File: config.mk
export PLATFORM = sky130hd
export DESIGN_NAME = motor_ramp_driver_flat
export DESIGN_NICKNAME = d
export VERILOG_FILES = /design/src/rtl/motor_ramp_driver_pkg.sv /design/src/rtl/motor_ramp_driver_if.sv /design/src/rtl/motor_ramp_driver_pwm_tick_gen.sv /design/src/rtl/motor_ramp_driver.sv /design/src/flat_wrapper.sv
export SDC_FILE = /design/constraint.sdc
export NUM_CORES = 1
export LEC_CHECK = 0
export CORE_MARGIN = 2
export CORE_UTILIZATION = 40
export CTS_BUF_LIST = sky130_fd_sc_hd__clkbuf_8
export CTS_CLUSTER_SIZE = 12
export DETAILED_ROUTE_END_ITERATION = 7
export HOLD_SLACK_MARGIN = 0.12
export PLACE_DENSITY = 0.67
export SYNTH_ARGS = -nofsm -noshare
export SYNTH_HDL_FRONTEND = slang
export SYNTH_SLANG_ARGS = --single-unit
File: constraint.sdc
create_clock -name clock -period 6.9 [get_ports clock]
set_input_delay 1.38 -clock clock [delete_from_list [all_inputs] [get_ports clock]]
set_output_delay 1.38 -clock clock [all_outputs]
set_load 0.01 [all_outputs]
File: src/rtl/motor_ramp_driver_pkg.sv
// rover_pkg: types and helpers shared by the motor drive stage and the
// Pathing block. Pathing uses the same direction encoding when it issues
// commands.
//   motor_dir_t  - commanded direction (coast / forward / reverse / brake)
//   drv_state_t  - drive stage FSM states
//   ramp_toward  - one slew-limited duty step toward a target
package rover_pkg;

  typedef enum logic [1:0] {
    COAST = 2'b00,
    FWD   = 2'b01,
    REV   = 2'b10,
    BRAKE = 2'b11
  } motor_dir_t;

  typedef enum logic [2:0] {
    ST_IDLE,
    ST_RUN,
    ST_RAMP_DOWN,
    ST_DEADTIME,
    ST_BRAKE
  } drv_state_t;

  // Moves cur toward tgt by at most step. The arithmetic is done at 9 bits,
  // so the result never overshoots the target and never wraps.
  function automatic logic [7:0] ramp_toward(input logic [7:0] cur,
                                             input logic [7:0] tgt,
                                             input logic [7:0] step);
    logic [8:0] gap;
    logic [8:0] mv;
    logic [8:0] nxt;
    if (tgt >= cur) gap = {1'b0, tgt} - {1'b0, cur};
    else            gap = {1'b0, cur} - {1'b0, tgt};
    mv = (gap < {1'b0, step}) ? gap : {1'b0, step};
    if (tgt >= cur) nxt = {1'b0, cur} + mv;
    else            nxt = {1'b0, cur} - mv;
    return 8'(nxt);
  endfunction

endpackage

File: src/rtl/motor_ramp_driver_if.sv
// Command channel from Pathing into a motor_ramp_driver.
//   cmd_valid  - command present (Pathing -> driver)
//   cmd_ready  - driver can accept; transfer when valid && ready at clock edge
//   cmd_dir    - requested direction
//   cmd_duty   - requested duty 0..255; ignored for coast and brake
// master = Pathing side, slave = drive stage side.
interface motor_ramp_driver_if;
  import rover_pkg::*;

  logic       cmd_valid;
  logic       cmd_ready;
  motor_dir_t cmd_dir;
  logic [7:0] cmd_duty;

  modport master (output cmd_valid, output cmd_dir, output cmd_duty, input cmd_ready);
  modport slave  (input cmd_valid, input cmd_dir, input cmd_duty, output cmd_ready);
endinterface

File: src/rtl/motor_ramp_driver_pwm_tick_gen.sv
// pwm_tick_gen: PWM timebase for one motor.
//   clock     - system clock
//   reset     - asynchronous, active-low reset
//   pwm_step  - one-clock strobe every PWM_DIV clocks
//   pwm_cnt   - PWM counter, 0..254; advances on each strobe and wraps,
//               so one PWM period is 255 steps
module pwm_tick_gen #(
  parameter int PWM_DIV = 100
) (
  input  logic       clock,
  input  logic       reset,
  output logic       pwm_step,
  output logic [7:0] pwm_cnt
);
  localparam int DIV_W = (PWM_DIV > 1) ? $clog2(PWM_DIV) : 1;
  localparam logic [DIV_W-1:0] DIV_LAST = DIV_W'(PWM_DIV - 1);

  logic [DIV_W-1:0] div_cnt;

  assign pwm_step = (div_cnt == DIV_LAST);

  always_ff @(posedge clock or negedge reset) begin
    if (!reset) begin
      div_cnt <= '0;
      pwm_cnt <= '0;
    end else if (pwm_step) begin
      div_cnt <= '0;
      pwm_cnt <= (pwm_cnt == 8'd254) ? 8'd0 : pwm_cnt + 8'd1;
    end else begin
      div_cnt <= div_cnt + 1'b1;
    end
  end
endmodule

File: src/rtl/motor_ramp_driver.sv
// motor_ramp_driver: per-wheel H-bridge drive stage. Turns Pathing
// direction/duty commands into bridge pins, with slew-limited duty ramps,
// dead-time before a direction reversal, and an emergency brake.
//   clock, reset   - system clock; asynchronous active-low reset
//   cmd            - command channel (slave side of motor_ramp_driver_if)
//   estop          - level-sensitive emergency brake, overrides everything
//   PWM_Out        - bridge enable PWM
//   F_Out / B_Out  - forward / reverse leg
//   duty_now       - duty currently applied
//   busy           - high while ramping down or waiting out dead-time
module motor_ramp_driver
  import rover_pkg::*;
#(
  parameter int PWM_DIV        = 100,
  parameter int RAMP_TICKS     = 400000,
  parameter int RAMP_STEP      = 16,
  parameter int DEADTIME_TICKS = 1000000
) (
  input  logic                clock,
  input  logic                reset,
  motor_ramp_driver_if.slave  cmd,
  input  logic                estop,
  output logic                PWM_Out,
  output logic                F_Out,
  output logic                B_Out,
  output logic [7:0]          duty_now,
  output logic                busy
);
  localparam int RAMP_W = (RAMP_TICKS > 1) ? $clog2(RAMP_TICKS) : 1;
  localparam int DEAD_W = (DEADTIME_TICKS > 1) ? $clog2(DEADTIME_TICKS) : 1;
  localparam logic [RAMP_W-1:0] RAMP_LAST = RAMP_W'(RAMP_TICKS - 1);
  localparam logic [DEAD_W-1:0] DEAD_LAST = DEAD_W'(DEADTIME_TICKS - 1);
  localparam logic [7:0]        STEP8     = 8'(RAMP_STEP);

  drv_state_t        state_q, state_d;
  motor_dir_t        act_dir_q, act_dir_d;
  motor_dir_t        pend_dir_q, pend_dir_d;
  logic [7:0]        pend_duty_q, pend_duty_d;
  logic [7:0]        target_q, target_d;
  logic [7:0]        duty_q, duty_d;
  logic [RAMP_W-1:0] ramp_cnt_q, ramp_cnt_d;
  logic [DEAD_W-1:0] dead_cnt_q, dead_cnt_d;
  logic              reset_done_q;
  logic              accept;
  logic [7:0]        pwm_cnt;
  logic              pwm_step_unused;

  // The PWM compare runs every clock against pwm_cnt, so the step strobe
  // is not needed at this level.
  pwm_tick_gen #(.PWM_DIV(PWM_DIV)) u_tick (
    .clock    (clock),
    .reset    (reset),
    .pwm_step (pwm_step_unused),
    .pwm_cnt  (pwm_cnt)
  );

  assign duty_now = duty_q;
  assign busy     = (state_q == ST_RAMP_DOWN) || (state_q == ST_DEADTIME);

  // reset_done_q holds cmd_ready low until the first edge after reset release.
  always_ff @(posedge clock or negedge reset) begin
    if (!reset) begin
      state_q      <= ST_IDLE;
      act_dir_q    <= COAST;
      pend_dir_q   <= COAST;
      pend_duty_q  <= '0;
      target_q     <= '0;
      duty_q       <= '0;
      ramp_cnt_q   <= '0;
      dead_cnt_q   <= '0;
      reset_done_q <= 1'b0;
    end else begin
      state_q      <= state_d;
      act_dir_q    <= act_dir_d;
      pend_dir_q   <= pend_dir_d;
      pend_duty_q  <= pend_duty_d;
      target_q     <= target_d;
      duty_q       <= duty_d;
      ramp_cnt_q   <= ramp_cnt_d;
      dead_cnt_q   <= dead_cnt_d;
      reset_done_q <= 1'b1;
    end
  end

  always_comb begin
    state_d       = state_q;
    act_dir_d     = act_dir_q;
    pend_dir_d    = pend_dir_q;
    pend_duty_d   = pend_duty_q;
    target_d      = target_q;
    duty_d        = duty_q;
    ramp_cnt_d    = ramp_cnt_q;
    dead_cnt_d    = dead_cnt_q;
    F_Out         = 1'b0;
    B_Out         = 1'b0;
    PWM_Out       = 1'b0;
    cmd.cmd_ready = 1'b0;

    if (state_q == ST_IDLE || state_q == ST_RUN || state_q == ST_BRAKE)
      cmd.cmd_ready = reset_done_q && !estop;
    accept = cmd.cmd_valid && cmd.cmd_ready;

    // Duty slews toward target only while a leg is driven.
    if (state_q == ST_RUN || state_q == ST_RAMP_DOWN) begin
      F_Out   = (act_dir_q == FWD);
      B_Out   = (act_dir_q == REV);
      PWM_Out = (pwm_cnt < duty_q);
      if (ramp_cnt_q == RAMP_LAST) begin
        ramp_cnt_d = '0;
        duty_d     = ramp_toward(duty_q, target_q, STEP8);
      end else begin
        ramp_cnt_d = ramp_cnt_q + 1'b1;
      end
    end

    case (state_q)
      ST_IDLE: begin
        if (accept && (cmd.cmd_dir == FWD || cmd.cmd_dir == REV)) begin
          act_dir_d  = cmd.cmd_dir;
          target_d   = cmd.cmd_duty;
          duty_d     = '0;
          ramp_cnt_d = '0;
          state_d    = ST_RUN;
        end
      end
      ST_RUN: begin
        if (accept) begin
          ramp_cnt_d = '0;
          if (cmd.cmd_dir == act_dir_q) begin
            target_d = cmd.cmd_duty;
          end else if (cmd.cmd_dir != BRAKE) begin
            // Coast or reversal: slew to zero first; pend_dir decides what follows.
            pend_dir_d  = cmd.cmd_dir;
            pend_duty_d = cmd.cmd_duty;
            target_d    = '0;
            state_d     = ST_RAMP_DOWN;
          end
        end
      end
      ST_RAMP_DOWN: begin
        // Leave on the same edge that brings the duty to zero.
        if (duty_d == 8'd0) begin
          dead_cnt_d = '0;
          state_d    = (pend_dir_q == COAST) ? ST_IDLE : ST_DEADTIME;
        end
      end
      ST_DEADTIME: begin
        if (dead_cnt_q == DEAD_LAST) begin
          act_dir_d  = pend_dir_q;
          target_d   = pend_duty_q;
          duty_d     = '0;
          ramp_cnt_d = '0;
          state_d    = ST_RUN;
        end else begin
          dead_cnt_d = dead_cnt_q + 1'b1;
        end
      end
      ST_BRAKE: begin
        F_Out   = 1'b1;
        B_Out   = 1'b1;
        PWM_Out = 1'b1;
        if (accept && cmd.cmd_dir == COAST) begin
          state_d = ST_IDLE;
        end else if (accept && (cmd.cmd_dir == FWD || cmd.cmd_dir == REV)) begin
          pend_dir_d  = cmd.cmd_dir;
          pend_duty_d = cmd.cmd_duty;
          dead_cnt_d  = '0;
          state_d     = ST_DEADTIME;
        end
      end
      default: state_d = ST_IDLE;
    endcase

    // Brake wins over everything: ramp and any pending command are dropped.
    if (estop || (cmd.cmd_valid && cmd.cmd_dir == BRAKE)) begin
      state_d     = ST_BRAKE;
      duty_d      = '0;
      target_d    = '0;
      ramp_cnt_d  = '0;
      dead_cnt_d  = '0;
      pend_dir_d  = COAST;
      pend_duty_d = '0;
    end
  end
endmodule

File: src/flat_wrapper.sv
// flat-port wrapper written by rule: the top's interface ports become plain ports
module motor_ramp_driver_flat import rover_pkg::*;
#(
  parameter int PWM_DIV        = 100,
  parameter int RAMP_TICKS     = 400000,
  parameter int RAMP_STEP      = 16,
  parameter int DEADTIME_TICKS = 1000000
)
  (clock, reset, estop, PWM_Out, F_Out, B_Out, duty_now, busy, cmd_cmd_valid, cmd_cmd_dir, cmd_cmd_duty, cmd_cmd_ready);
  motor_ramp_driver_if cmd_i ();
  input  logic clock;
  input  logic reset;
  input  logic estop;
  output logic PWM_Out;
  output logic F_Out;
  output logic B_Out;
  output logic [7:0] duty_now;
  output logic busy;
  input wire logic [$bits(cmd_i.cmd_valid)-1:0] cmd_cmd_valid;
  input wire logic [$bits(cmd_i.cmd_dir)-1:0] cmd_cmd_dir;
  input wire logic [$bits(cmd_i.cmd_duty)-1:0] cmd_cmd_duty;
  output wire logic [$bits(cmd_i.cmd_ready)-1:0] cmd_cmd_ready;
  assign cmd_i.cmd_valid = cmd_cmd_valid;
  assign cmd_i.cmd_dir = cmd_cmd_dir;
  assign cmd_i.cmd_duty = cmd_cmd_duty;
  assign cmd_cmd_ready = cmd_i.cmd_ready;
  motor_ramp_driver #(.PWM_DIV(PWM_DIV), .RAMP_TICKS(RAMP_TICKS), .RAMP_STEP(RAMP_STEP), .DEADTIME_TICKS(DEADTIME_TICKS)) u_core (.clock(clock), .reset(reset), .cmd(cmd_i), .estop(estop), .PWM_Out(PWM_Out), .F_Out(F_Out), .B_Out(B_Out), .duty_now(duty_now), .busy(busy));
endmodule
Word-level counts from Yosys, hierarchy flattened --
Cells that the tools add are included.
Cells by class: add/subtract/negate cells 8, multiply operators 0, div/mod/pow operators 0, magnitude comparators 3, eq/ne operators 28, shifts and indexed selects 0, multiplexer cells 66, bitwise logic cells 0, reductions and logical operators 25
Operators by type and width (count):
- $mux 8 | 19
- $mux 19 | 6
- $mux 20 | 5
- $pmux 20 s3 | 1
- $pmux 19 s3 | 1
- $pmux 8 s2 | 2
- $mux 3 | 9
- $mux 9 | 3
- $ne 3x3->1 const B | 8
- $pmux 8 s3 | 1
- $add 20x1->20 const B | 1
- $eq 20x20->1 const B | 1
- $add 19x1->19 const B | 1
- $eq 19x19->1 const B | 1
- $sub 8x8->9 | 2
- $mux 2 | 8
- $pmux 3 s5 | 1
- $reduce_and 5->1 | 2
- $lt 9x5->1 const B | 1
- $add 8x1->8 const B | 1
- $add 8x8->8 | 1
- $eq 8x8->1 const B | 1
- $ge 8x8->1 | 1
- $logic_not 8->1 | 1
- 27 further kinds | 52
Storage, ports and cells: register bits after elaboration 86, latch bits 0, RAM bits 0, memory bits (read-only) 0, input bits 14, output and inout bits 13, logic and storage cells 141, memories kept 0

Longest topological paths before layout --
Gate-level depths: netlist of run 1.
word-level depth 14, depth in mapped cells 27, depth with buffers taken out 25

Hierarchy --
A second synthesis of run 1 with hierarchy kept.
Second synthesis, totals: cell total of the unflattened synthesis 724, area total of the unflattened synthesis 5988.2 µm²
By module, submodules not included:
- motor_ramp_driver | times used 1, cells each 650, area an instance 5247.5 µm², seq. area each 1776.7 µm²
- pwm_tick_gen | times used 1, cells each 74, area an instance 740.7 µm², seq. area each 375.4 µm²

Least setup slack after synthesis of run 1 --
Ideal clock, no wire load.
kind reg-to-reg, from reg u_core.duty_q[4], in the netlist u_core.duty_now[4], to reg u_core.dead_cnt_q[18], data arrival time 5771 ps, path slack 992 ps, stages on the path, launching flop included 26, buffers on the path 4, period minus slack after synthesis 5908 ps, cells stage by stage dfrtp_1 inv_1 ha_1 buf_6 a311oi_4 o21ai_2 or2_1 buf_2 o32a_1 or2_2 clkbuf_1 a21o_1 ha_1 nand2_1 o21ai_0 ha_1 a21o_1 a21oi_1 o21ai_0 o41ai_1 nor3_1 and4bb_2 or4_4 a31oi_4 buf_4 o32ai_1
On the way: word-level cells in the longest chain between the ends 13, elaborated cells on any way between the ends 16
Ends and longest elaborated chain:
- from (decl) | RTL line motor_ramp_driver.sv:40 | logic [7:0] duty_q, duty_d;
- from (signal assigned) | RTL line motor_ramp_driver.sv:78 | duty_q <= duty_d;
- $sub 8x8->9 (tied with other cells) | RTL line motor_ramp_driver_pkg.sv:33 | else gap = {1'b0, cur} - {1'b0, tgt};
- $mux 9 | RTL line motor_ramp_driver_pkg.sv:32 | if (tgt >= cur) gap = {1'b0, tgt} - {1'b0, cur};
- $mux 9 | RTL line motor_ramp_driver.sv:108 | if (ramp_cnt_q == RAMP_LAST) begin
- $mux 9 | RTL line motor_ramp_driver.sv:104 | if (state_q == ST_RUN || state_q == ST_RAMP_DOWN) begin
- $lt 9x5->1 | RTL line motor_ramp_driver_pkg.sv:34 | mv = (gap < {1'b0, step}) ? gap : {1'b0, step};
- $mux 8 | RTL line motor_ramp_driver_pkg.sv:34
- $sub 8x8->8 or $add 8x8->8 (tied branches) | RTL line motor_ramp_driver_pkg.sv:36, motor_ramp_driver_pkg.sv:35
- $mux 8 | RTL line motor_ramp_driver_pkg.sv:35 | if (tgt >= cur) nxt = {1'b0, cur} + mv;
- $mux 8 | RTL line motor_ramp_driver.sv:108
- $mux 8 (*) | RTL line motor_ramp_driver.sv:104
- $logic_not 8->1 (*) | RTL line motor_ramp_driver.sv:142 | if (duty_d == 8'd0) begin
- $ne 3x3->1 (no source line) (*)
- $reduce_and 5->1 (no source line) (*)
- to (signal assigned) | RTL line motor_ramp_driver.sv:80 | dead_cnt_q <= dead_cnt_d;
- to (decl) | RTL line motor_ramp_driver.sv:42 | logic [DEAD_W-1:0] dead_cnt_q, dead_cnt_d;
Mark *: on every way between the ends. The rest lies on a longest branch, timed or not. The select of a mux whose other input is x is not followed. A chain may end at the register's enable or synchronous reset.

Final worst setup path of run 1 --
from reg u_core.duty_q[4], in the netlist u_core.duty_now[4], to reg u_core.dead_cnt_q[15]
The elaborated chain is that of the path after synthesis.

==> results.yml, run 1 <==
floorplan:
  initial_core_util: 0.411
  core-area_um2: 14600
  die_y_um: 127
  ios: 27
  die-width_um: 127
  fp-row-count: 44
  dieArea_um2: 16100
clock_tree:
  htreeDepth: 3
  worstSkewPairLatency_ns: 0.38
  ctsHoldBuffers: 0
  cts_sinks: 86
  clockRootBuffer: "clkbuf_8"
  cts_buffers: 9
  cts_tree: "yes"
  clkTransAtPathRegs_ns: 0.09
  clk_path_buf_depth: 2
final_layout:
  fin_nets: 797
  fin_util: 0.461
  instances_no_fill: 931
  syn_to_final_growth_pct: 12.0
  nFillCells: 1408
  antenna_cells: 0
  drive_gt1_frac: 0.0602
  final_area_um2: 6750
timing:
  fin_skew_ns: 0.0125
  hold_ws_ns: 0.491
  setup_viol_count_final: 0
  drv_slew: 0
  fin_tns_setup_ns: 0
  clock.fmax_mhz: 155
  period_share: 0.937
  slew-limit-headroom: 0.328
  hold_violations: 0
  post-route-min-period_ns: 6.47
  rsz0062_at_grt: "no"
  tightest_slew_ns: 1.01
yosys:
  yosysSeqAreaShare: 0.357
  synth_flop_cell: "dfrtp_1"
  synth_nets: 775
  synth-edff-count: 0
  synthCells: 720
  ys_types: 69
  ys_async_sr_fraction: 1.00
  synth_area_um2: 6020
  ys_ff_latch: 86
  yosysWarnings: 0
  synth.avg_cell_area_um2: 8.37
global_route:
  antenna_found_initial: 0
  grt_max_degree: 57
  overflow: 0
  grt_pass1_wl_um: 24600
  grt_pass1_vias: 4825
  grt_usage: 0.189
setup_path:
  worstPathRequired_ns: 7.13
  reg2reg_from: "u_core.duty_now[4]$_DFF_PN0_"
  crit_fanout: 13
  worstSetupStartpointType: "register"
  worstPathArrival_ns: 6.70
  worst-r2r-cell-count: 23
  cp-endpoint: "u_core.dead_cnt_q[15]$_DFFE_PN0P_"
  reg2reg_to: "u_core.dead_cnt_q[15]$_DFFE_PN0P_"
  end_kind: "register"
  cp-startpoint: "u_core.duty_now[4]$_DFF_PN0_"
  r2r_slack_ns: 0.43
  critPathKind: "reg -> reg"
worst_hold_path:
  min_path_cells: 1
  hp-class: "reg -> reg"
drt:
  antenna_left: 0
  drc: 0
  routedWlPerCell_um: 15.7
  drt-initial-drc-count: 496
  first_pass_iters: 5
  dr_total_vias: 5251
  via_per_inst: 5.64
  drt-total-wl_um: 14600
power_and_ir_drop:
  p_per_area_nw_per_um2: 176
  leakagePower_nw: 2.74
  vdd_drop_max_mv: 0.0981
job:
  cap_violations: 0
placement:
  gp_congestion: 0.863
  portBuffers: 26
  dp_hpwl_um: 10800
  placed_cell_area_um2: 6480
  dp_cells: 914
outcome:
  status: "completed"
-- cells by family after synthesis --
family | share of synthesized area
AND/OR/NAND/NOR | 0.244
multiplexers | 0.00831
adder cells (fa/ha/maj) | 0.0889
flip-flops | 0.357
XOR/XNOR | 0.0523
AO/OA/AOI/OAI | 0.204
buffers and inverters | 0.0449
other | 0.000623
-- where the power goes --
part	internal, mW	switching [mW]
Combinational	0.0951	0.141
Clock	0.210	0.206
Sequential	0.520	0.0153
Total	0.824	0.362
-- layout make-up --
class / instances / area (µm²) / area share
clock buffers: 9 / 124 / 0.0184
inverters: 43 / 161 / 0.0239
multi-input cells: 566 / 3630 / 0.538
clock inverters: 7 / 105 / 0.0156
flip-flops and latches: 86 / 2150 / 0.319
well taps: 184 / 230 / 0.0341
repair buffers: 36 / 345 / 0.0512
-- per-layer routing --
layer,global-route usage,wire [µm],up-vias
li1,-,-,2617
met1,0.269,7200,2533
met2,0.301,6780,90
met3,0.0253,427,11
met4,0.0588,176,0
met5,0,0,-
-- flip-flops by register name (all words and copies together) (netlist names) --
name	cells
u_core.dead_cnt_q	20
u_core.ramp_cnt_q	19
u_core.duty_now	8
u_core.pend_duty_q	8
u_core.target_q	8
u_core.u_tick.pwm_cnt	8
u_core.u_tick.div_cnt	7
u_core.state_q	3
u_core.act_dir_q	2
u_core.pend_dir_q	2
u_core.reset_done_q	1
-- synth_stat cells, types with 4 or more instances --
library cell / n / share of area
and2_1: 6 / 0.0062
nor3_1: 18 / 0.015
dfrtp_1: 86 / 0.36
nand2_1: 75 / 0.047
clkbuf_1: 20 / 0.012
a21o_1: 14 / 0.017
nor2b_1: 11 / 0.011
inv_1: 43 / 0.027
xor2_1: 20 / 0.029
ha_1: 38 / 0.079
nand4_1: 15 / 0.016
xnor2_1: 16 / 0.023
nand3b_1: 4 / 0.0050
mux2i_1: 5 / 0.0083
nand3_1: 42 / 0.035
and3_1: 13 / 0.014
or3_1: 6 / 0.0062
o211ai_1: 4 / 0.0050
nor2_1: 77 / 0.048
a21oi_1: 43 / 0.036
a211oi_1: 5 / 0.0062
a221oi_1: 8 / 0.012
a311oi_1: 4 / 0.0058
o21a_1: 10 / 0.012
o31ai_1: 4 / 0.0050
or2_2: 6 / 0.0062
a31oi_1: 16 / 0.017
nand2b_1: 6 / 0.0062
o21ai_0: 44 / 0.037
-- through the flow --
| step | setup slack (ns) | power, mW |
|---|---|---|
| final | 0.433 | 1.19 |
| after global placement | 0.500 | 0.775 |
| after CTS | 0.303 | 1.20 |
| after detailed placement | 0.313 | 0.777 |
| after floorplan | 0.992 | 0.708 |
| after global routing | 0.0736 | 1.25 |
-- critical path, stage by stage, from the launching register on --
cell and delay, ns:
dfrtp_1 0.44, inv_1 0.11, ha_1 0.46, and2_1 0.27, a311oi_4 0.26, o21ai_2 0.13
or2_1 0.36, o32a_1 0.44, or2_2 0.39, a21o_1 0.18, ha_1 0.24, xor2_1 0.17
o22ai_1 0.20, ha_1 0.30, nor2b_1 0.15, o21a_1 0.20, or3_1 0.33, a2111oi_0 0.41
a21o_1 0.19, nand4_1 0.12, or4_4 0.48, a31oi_4 0.23, buf_12 0.16, a311oi_1 0.10
-- cell usage in the layout (no fill, tap or decap), drive strengths merged, types with 6 or more instances in the layout --
cell,count
nor2,77
nand2,75
a21oi,43
or2,7
and3,13
inv,46
xor2,20
nor3,18
dfrtp,86
o21ai,47
ha,38
clkdlybuf4s50,25
or3,6
a21o,14
buf,11
nand4,15
nor2b,11
a31oi,18
clkbuf,9
and2,6
a221oi,8
nand2b,6
nand3,42
o21a,10
xnor2,16
-- worst min-delay path by stage --
stage	startpoint	end	slack [ns]
3_3_place_gp	u_core.u_tick.div_cnt[0]$_DFF_PN0_	u_core.u_tick.div_cnt[0]$_DFF_PN0_	0.47
3_5_place_dp	u_core.u_tick.div_cnt[0]$_DFF_PN0_	u_core.u_tick.div_cnt[0]$_DFF_PN0_	0.48
2_1_floorplan	u_core.u_tick.div_cnt[0]$_DFF_PN0_	u_core.u_tick.div_cnt[0]$_DFF_PN0_	0.45
5_1_grt	u_core.u_tick.div_cnt[0]$_DFF_PN0_	u_core.u_tick.div_cnt[0]$_DFF_PN0_	0.52
4_1_cts	u_core.u_tick.div_cnt[0]$_DFF_PN0_	u_core.u_tick.div_cnt[0]$_DFF_PN0_	0.49
6_report	u_core.u_tick.div_cnt[0]$_DFF_PN0_	u_core.u_tick.div_cnt[0]$_DFF_PN0_	0.49
-- timing repair --
item,CTS,global route
resized for setup,0,2
endpoints found under the setup margin,0,20
buffers inserted,0,1
No activity file was read; power rests on OpenSTA's default activity.
==> run 2, diff against run 1 <==
CORE_MARGIN = 1   (was 2)
clock period = 7.7 ns   (was 6.9 ns; I/O delays follow)
==> results.yml, run 2 (same netlist as run 1, synthesis figures left out) <==
final_layout:
  drive_gt1_frac: 0.0486
  nFillCells: 1411
  fin_nets: 790
  final_cell_mix: "dfrtp_1 (86), nor2_1 (77), nand2_1 (75), inv_1 (44), o21ai_0 (44)"
  layout_commonest_cell: "dfrtp_1"
  largest_reg_flops: 20
  syn_to_final_growth_pct: 9.72
  antenna_cells: 0
  reg_top3: "u_core.dead_cnt_q x20, u_core.ramp_cnt_q x19"
  final_area_um2: 6610
  layout.area.seq_um2: 2150
  largest-register: "u_core.dead_cnt_q"
  multi_input_area_um2: 3610
drt:
  via_per_inst: 5.65
  drt-total-wl_um: 14300
  drt-initial-drc-count: 481
  dr_total_vias: 5218
  antenna_left: 0
  drc: 0
  routedWlPerCell_um: 15.4
  first_pass_iters: 5
timing:
  clock.fmax_mhz: 148
  rsz0062_at_grt: "no"
  fin_tns_setup_ns: 0
  period_share: 0.877
  hold_violations: 0
  slew-limit-headroom: 0.377
  drv_slew: 0
  setup_viol_count_final: 0
  fin_skew_ns: 0.0194
  tightest_slew_ns: 0.931
  post-route-min-period_ns: 6.75
global_route:
  grt_use_met3: 0.0266
  use_met1: 0.271
  antenna_found_initial: 0
  overflow: 0
  busiest_layer: "met2"
  grt_usage: 0.190
  grt_pass1_wl_um: 24400
  grt_pass1_vias: 4904
  grt_max_degree: 70
  met2_usage: 0.298
setup_path:
  cp-startpoint: "u_core.duty_now[4]$_DFF_PN0_"
  worstSetupStartpointType: "register"
  end_kind: "register"
  crit_fanout: 11
  reg2reg_from: "u_core.duty_now[4]$_DFF_PN0_"
  worstPathRequired_ns: 7.91
  worstPathArrival_ns: 6.96
  critPathKind: "reg -> reg"
floorplan:
  die_y_um: 125
  core-area_um2: 14600
  initial_core_util: 0.413
  ios: 27
  die-width_um: 125
  fp-row-count: 44
  dieArea_um2: 15600
power_and_ir_drop:
  p_per_area_nw_per_um2: 148
  vdd_drop_max_mv: 0.0739
  leakagePower_nw: 2.66
clock_tree:
  worstSkewPairLatency_ns: 0.37
  ctsHoldBuffers: 0
  cts_resized: 0
  clk_path_buf_depth: 2
  cts_tree: "yes"
  cts_setup_buffers: 0
  clockRootBuffer: "clkbuf_8"
  clkTransAtPathRegs_ns: 0.09
  htreeDepth: 3
  cts_buffers: 9
  cts_sinks: 86
worst_hold_path:
  hp-class: "reg -> reg"
  min-delay-start: "u_core.u_tick.div_cnt[0]$_DFF_PN0_"
placement:
  placed_cell_area_um2: 6430
  portBuffers: 26
  dp_hpwl_um: 10600
  gp_congestion: 0.821
job:
  cap_violations: 0
outcome:
  status: "completed"
-- run 2: final timing paths --
check	cells after the start	slack, ns	end
setup / recovery	21	0.95	u_core.dead_cnt_q[4]$_DFFE_PN0P_
hold / removal	1	0.49	u_core.u_tick.div_cnt[0]$_DFF_PN0_
setup reg to reg	21	0.95	u_core.dead_cnt_q[4]$_DFFE_PN0P_
hold reg to reg	1	0.49	u_core.u_tick.div_cnt[0]$_DFF_PN0_
max in group asynchronous	2	5.52	u_core.act_dir_q[1]$_DFFE_PN0P_
min in group asynchronous	1	1.03	u_core.target_q[7]$_DFFE_PN0P_
-- run 2: report_power, final --
part	switching (mW)	internal (mW)	leakage (nW)
logic	0.125	0.0811	1.42
registers	0.0134	0.466	1.15
clock network	0.175	0.118	0.0874
-- run 2: per-layer routing --
| layer | part of all wire | wire length [µm] | vias to the layer above |
|---|---|---|---|
| li1 | - | - | 2605 |
| met1 | 0.50 | 7100 | 2522 |
| met2 | 0.45 | 6470 | 77 |
| met3 | 0.030 | 425 | 14 |
| met4 | 0.018 | 256 | 0 |
| met5 | 0 | 0 | - |
-- run 2: area by class of cell --
type                            instances  area share
Multi-Input combinational cell        566       0.546
Tap cell                              184      0.0348
Sequential cell                        86       0.326
Clock buffer                            9      0.0187
Inverter                               43      0.0244
Clock inverter                          7     0.00757
Timing Repair Buffer                   29      0.0424
-- run 2: critical path, stage by stage, from the launching register on --
cell,delay [ns]
dfrtp_1,0.50
inv_1,0.14
ha_1,0.47
and2_1,0.26
a311oi_4,0.26
o21ai_2,0.14
nor2_1,0.53
o211ai_1,0.26
or2_2,0.40
a21o_1,0.18
ha_1,0.28
nand2_1,0.05
o21ai_0,0.12
ha_1,0.30
a21o_1,0.18
a21oi_1,0.24
o21ai_0,0.14
o41ai_1,0.53
o221ai_1,0.39
or4_4,0.63
a31oi_2,0.42
a311oi_1,0.16
-- run 2: stage by stage --
step | util | power, mW | setup WS (ns) | instances | hold slack (ns)
CTS | 0.453 | 0.986 | 1.00 | 924 | 0.498
global placement | 0.441 | 0.693 | 1.10 | 908 | 0.472
detailed placement | 0.441 | 0.694 | 1.04 | 908 | 0.485
global route | 0.453 | 1.03 | 0.423 | 924 | 0.521
finish | 0.453 | 0.979 | 0.948 | 924 | 0.489
floorplan | - | 0.635 | 1.79 | 720 | 0.455
